--- config.mk ---
export PLATFORM = sky130hd
export DESIGN_NAME = uart_transmitter
export DESIGN_NICKNAME = d
export VERILOG_FILES = /design/src/rtl/uart_transmitter.sv
export SDC_FILE = /design/constraint.sdc
export NUM_CORES = 1
export LEC_CHECK = 0
export ABC_AREA = 1
export CORE_ASPECT_RATIO = 0.7
export CORE_MARGIN = 5
export CORE_UTILIZATION = 30
export DETAILED_ROUTE_END_ITERATION = 12
export PLACE_DENSITY = 0.57
export SETUP_SLACK_MARGIN = 0.05
export SLEW_MARGIN = 20
export SYNTH_ARGS = -nofsm -noshare
export SYNTH_HDL_FRONTEND = slang
export SYNTH_SLANG_ARGS = --single-unit
--- constraint.sdc ---
create_clock -name clk -period 2 [get_ports clk]
set_input_delay 0.2 -clock clk [delete_from_list [all_inputs] [get_ports clk]]
set_output_delay 0.2 -clock clk [all_outputs]
set_load 0.05 [all_outputs]
--- src/rtl/uart_transmitter.sv ---
// uart_transmitter: UART transmit side with a one-entry holding register.
// Sends 1 start bit, DBITS data bits LSB first, an optional parity bit, and
// a stop period of SB_TICK sample_ticks. Each bit lasts 16 sample_ticks.
// A word can be queued while a frame is in flight, so frames go out back-to-back.
//
// Optional feature: define UART_TX_PARITY_EN to insert a parity bit between
// the data and stop periods. ODD_PARITY selects odd (1) or even (0) parity.
//
// Ports:
//   clk          system clock
//   reset        asynchronous, active-low reset
//   sample_tick  16x oversampling tick, one clk wide
//   tx_valid     upstream has a word on data_in
//   data_in      word to transmit
//   tx_ready     holding register empty; accept on tx_valid && tx_ready
//   tx_busy      frame in progress
//   tx_done      one-clk pulse at the end of each stop period
//   tx           serial line, registered, idles high
module uart_transmitter #(
    parameter int DBITS      = 8,
    parameter int SB_TICK    = 16,
    parameter int ODD_PARITY = 0
) (
    input  logic             clk,
    input  logic             reset,
    input  logic             sample_tick,
    input  logic             tx_valid,
    input  logic [DBITS-1:0] data_in,
    output logic             tx_ready,
    output logic             tx_busy,
    output logic             tx_done,
    output logic             tx
);

    localparam int              NBW       = $clog2(DBITS);
    localparam logic [NBW-1:0]  LAST_BIT  = NBW'(DBITS - 1);
    localparam logic [3:0]      STOP_LAST = 4'(SB_TICK - 1);

`ifdef UART_TX_PARITY_EN
    typedef enum logic [2:0] {S_IDLE, S_START, S_DATA, S_PARITY, S_STOP} state_t;
`else
    typedef enum logic [1:0] {S_IDLE, S_START, S_DATA, S_STOP} state_t;
`endif

    state_t           state;
    logic [3:0]       tick;
    logic [NBW-1:0]   nbits;
    logic [DBITS-1:0] shift_reg;
    logic [DBITS-1:0] buffer;
    logic             buf_full;
    logic             stop_end;
    logic             load;

`ifdef UART_TX_PARITY_EN
    logic             parity_bit;
`else
    // ODD_PARITY only has meaning when parity is compiled in.
    if (ODD_PARITY != 0) begin : g_parity_ignored
    end
`endif

    assign tx_ready = !buf_full;
    assign tx_busy  = (state != S_IDLE);
    assign stop_end = (state == S_STOP) && sample_tick && (tick == STOP_LAST);
    // A queued word starts from idle immediately, or straight out of the stop
    // period so there is no idle cycle between frames.
    assign load     = buf_full && ((state == S_IDLE) || stop_end);

    always_ff @(posedge clk or negedge reset) begin
        if (!reset) begin
            state      <= S_IDLE;
            tick       <= '0;
            nbits      <= '0;
            shift_reg  <= '0;
            buffer     <= '0;
            buf_full   <= 1'b0;
            tx         <= 1'b1;
            tx_done    <= 1'b0;
`ifdef UART_TX_PARITY_EN
            parity_bit <= 1'b0;
`endif
        end else begin
            tx_done <= 1'b0;

            // Accept and drain are exclusive: accept needs buf_full == 0,
            // drain needs buf_full == 1.
            if (tx_valid && !buf_full) begin
                buffer   <= data_in;
                buf_full <= 1'b1;
            end

            case (state)
                S_IDLE: ;
                S_START: if (sample_tick) begin
                    if (tick == 4'd15) begin
                        state <= S_DATA;
                        tick  <= '0;
                        tx    <= shift_reg[0];
                    end else begin
                        tick <= tick + 4'd1;
                    end
                end
                S_DATA: if (sample_tick) begin
                    if (tick == 4'd15) begin
                        tick      <= '0;
                        shift_reg <= shift_reg >> 1;
                        if (nbits == LAST_BIT) begin
`ifdef UART_TX_PARITY_EN
                            state <= S_PARITY;
                            tx    <= parity_bit;
`else
                            state <= S_STOP;
                            tx    <= 1'b1;
`endif
                        end else begin
                            nbits <= nbits + 1'b1;
                            tx    <= shift_reg[1];
                        end
                    end else begin
                        tick <= tick + 4'd1;
                    end
                end
`ifdef UART_TX_PARITY_EN
                S_PARITY: if (sample_tick) begin
                    if (tick == 4'd15) begin
                        state <= S_STOP;
                        tick  <= '0;
                        tx    <= 1'b1;
                    end else begin
                        tick <= tick + 4'd1;
                    end
                end
`endif
                S_STOP: if (sample_tick) begin
                    if (tick == STOP_LAST) begin
                        tx_done <= 1'b1;
                        state   <= S_IDLE;
                    end else begin
                        tick <= tick + 4'd1;
                    end
                end
                default: state <= S_IDLE;
            endcase

            // Load overrides the stop->idle transition above.
            if (load) begin
                state     <= S_START;
                tx        <= 1'b0;
                shift_reg <= buffer;
                buf_full  <= 1'b0;
                tick      <= '0;
                nbits     <= '0;
`ifdef UART_TX_PARITY_EN
                parity_bit <= (^buffer) ^ (ODD_PARITY != 0);
`endif
            end
        end
    end

endmodule

==> impl_metrics.yaml <==
sta:
  worst_slew_pin_slew_ns: 0.493
  setup_viol: 0
  hold_viol_final: 0
  slew-limit-headroom: 0.670
  clock_skew_ns: 0.00701
  final_max_slew_viol_count: 0
  finalSetupTns_ns: 0
  post-route-min-period_ns: 1.81
  period_share: 0.903
  clock.fmax_ghz: 0.553
  rsz0062_at_grt: "no"
critical_path:
  start_kind: "register"
  crit_buf_inv: 1
  slowest_delay_ns: 0.79
  critPathArrivalTime_ns: 1.61
  path_cells: "clkdlybuf4s50_1"
  cp.depth: 1
  rr_startpoint: "state[0]"
  required_ns: 1.80
  cpMaxStageDelayCell: "clkdlybuf4s50_1"
  regToRegEndpoint: "nbits[1]"
  cp-startpoint: "tx"
  crit_path_end_kind: "output pin"
  crit_family: "buffers and inverters"
  crit_type: "reg2out"
  rr_worst_depth: 9
  rrSetupSlack_ns: 0.24
  critPathMaxFanout: 2
layout:
  diodes: 0
  nets: 212
  n_fill_cell: 495
  layout-drive-gt1-share: 0.120
  area_growth_pct: 19.1
  final_cells: 261
job:
  maxCapViolCount: 0
logic_synthesis:
  synth_seq_cells: 28
  ys_seq_area_frac: 0.475
  yosysMostFrequentCell: "nand2_1"
  netlist.area_leader.share: 0.458
  yosys-top-cells-area: "dfrtp_1 46%, nand2_1 10%, nand3_1 10%, mux2_2 6.1%, ha_1 5.9%"
  ys_warn_count: 0
  synthArstFlopShare: 1.00
  netlist_instances: 173
  synth_area_leader_cell: "dfrtp_1"
  synth_flop_cell: "dfrtp_1"
  yosys-top-cells-count: "40 x nand2_1, 30 x nand3_1, 27 x dfrtp_1, 23 x inv_1, 18 x nor2_1"
  syn_area_per_cell_um2: 8.53
  syn_area_um2: 1480
  synth_edf_count: 0
  yosysUniqueCellTypes: 20
  syn-num-nets: 192
cts:
  clkTransAtPathRegs_ns: 0.10
  ctsResizeCount: 0
  cts_tree: "yes"
  numCtsBuffers: 3
  clockRootBuffer: "clkbuf_8"
  clk_path_buf_depth: 2
  holdBufCountCts: 0
  h-tree-depth: 1
  cts_setup_buffers: 0
  clock_latency_ns: 0.27
  cts_sinks: 28
placed_design:
  port_buffers: 15
  dp_hpwl_um: 2110
  dp.cells: 257
  place_congestion: 0.782
status:
  status: "complete, no violations"
routing:
  drt-initial-drc-count: 51
  firstDrtPassIters: 4
  top_layer: "met4"
  ant_nets: 0
  wl_met1_um: 1600
  drt_wl_total_um: 2790
  wl_met3_um: 85
  drcViolationCount: 0
  vias: 1115
  via_per_inst: 4.27
  routedWlPerCell_um: 10.7
  wl_met2_um: 1090
floorplanning:
  die_h_um: 68.7
  dieArea_um2: 6450
  floorplan.initialDensity: 0.309
  placementRows: 21
  fp.dieW_um: 93.9
  core_region_area_um2: 4780
  ios: 16
global_routing:
  grt_max_degree: 29
  antenna_found_initial: 0
  grt_pass1_wl_um: 5050
  gr-total-overflow: 0
  grt_util_all_layers: 0.0998
  grt_pass1_vias: 1090
power:
  peakVddDrop_v: 0.000649
  leakagePower_nw: 0.914
  p_per_area_nw_per_um2: 1340
hold_path:
  min_path_type: "in2async"
## metal layers
| metal | vias to the layer above | GRT usage |
|---|---|---|
| li1 | 600 | - |
| met4 | 0 | 0.0162 |
| met2 | 13 | 0.141 |
| met5 | - | 0 |
| met3 | 2 | 0.0304 |
| met1 | 500 | 0.150 |
## worst max-delay path by stage
stage,slack (ns),endpoint
after floorplan,0.40,buffer[0]
after global placement,0.24,nbits[1]
after detailed placement,0.24,nbits[1]
after CTS,0.17,tx
after global routing,0.05,nbits[2]
final,0.19,tx
## power by group
part / leakage [nW] / internal (W) / total [W] / switching, W
Sequential: 0.348 / 0.000790 / 0.000925 / 0.000136
Combinational: 0.538 / 0.000423 / 0.00109 / 0.000664
Clock: 0.0288 / 0.000176 / 0.000350 / 0.000174
Total: 0.914 / 0.00139 / 0.00236 / 0.000974
## logic make-up after synthesis
logic type      share of synthesized area
simple gates                        0.276
mux                                0.0610
fa+ha+maj                          0.0593
flops                               0.475
buf+inv                            0.0771
compound gates                     0.0449
xor+xnor                          0.00593
## stage by stage
| stage | power (W) | hold WS, ns | worst slack [ns] | area (um^2) | util |
|---|---|---|---|---|---|
| finish | 0.00236 | 0.294 | 0.193 | 1760 | 0.368 |
| CTS | 0.00240 | 0.306 | 0.174 | 1760 | 0.368 |
| global route | 0.00260 | 0.329 | 0.0503 | 1760 | 0.368 |
| floorplan | 0.00178 | -0.0956 | 0.402 | 1480 | - |
| detailed placement | 0.00204 | 0.492 | 0.238 | 1700 | 0.356 |
| global placement | 0.00204 | 0.487 | 0.236 | 1700 | 0.356 |
## area by class of cell
type	count	area, um^2	area share
timing repair buffer	18	168	0.0954
clock buffer	4	55.1	0.0313
multi-input combinational	119	661	0.376
sequential	28	702	0.399
tap	69	86.3	0.0491
inverter	23	86.3	0.0491
## layout by cell type, fill, tap and decap left out, drive strengths merged
cell type      instances
a21oi                  3
buf                    5
clkbuf                 4
clkdlybuf4s50         13
dfrtp                 27
dfstp                  1
ha                     7
inv                   23
mux2                   8
nand2                 42
nand3                 31
nand4                  2
nor2                  18
o21ai                  6
o22ai                  1
xor2                   1
Power figures use the tool's default switching activity.
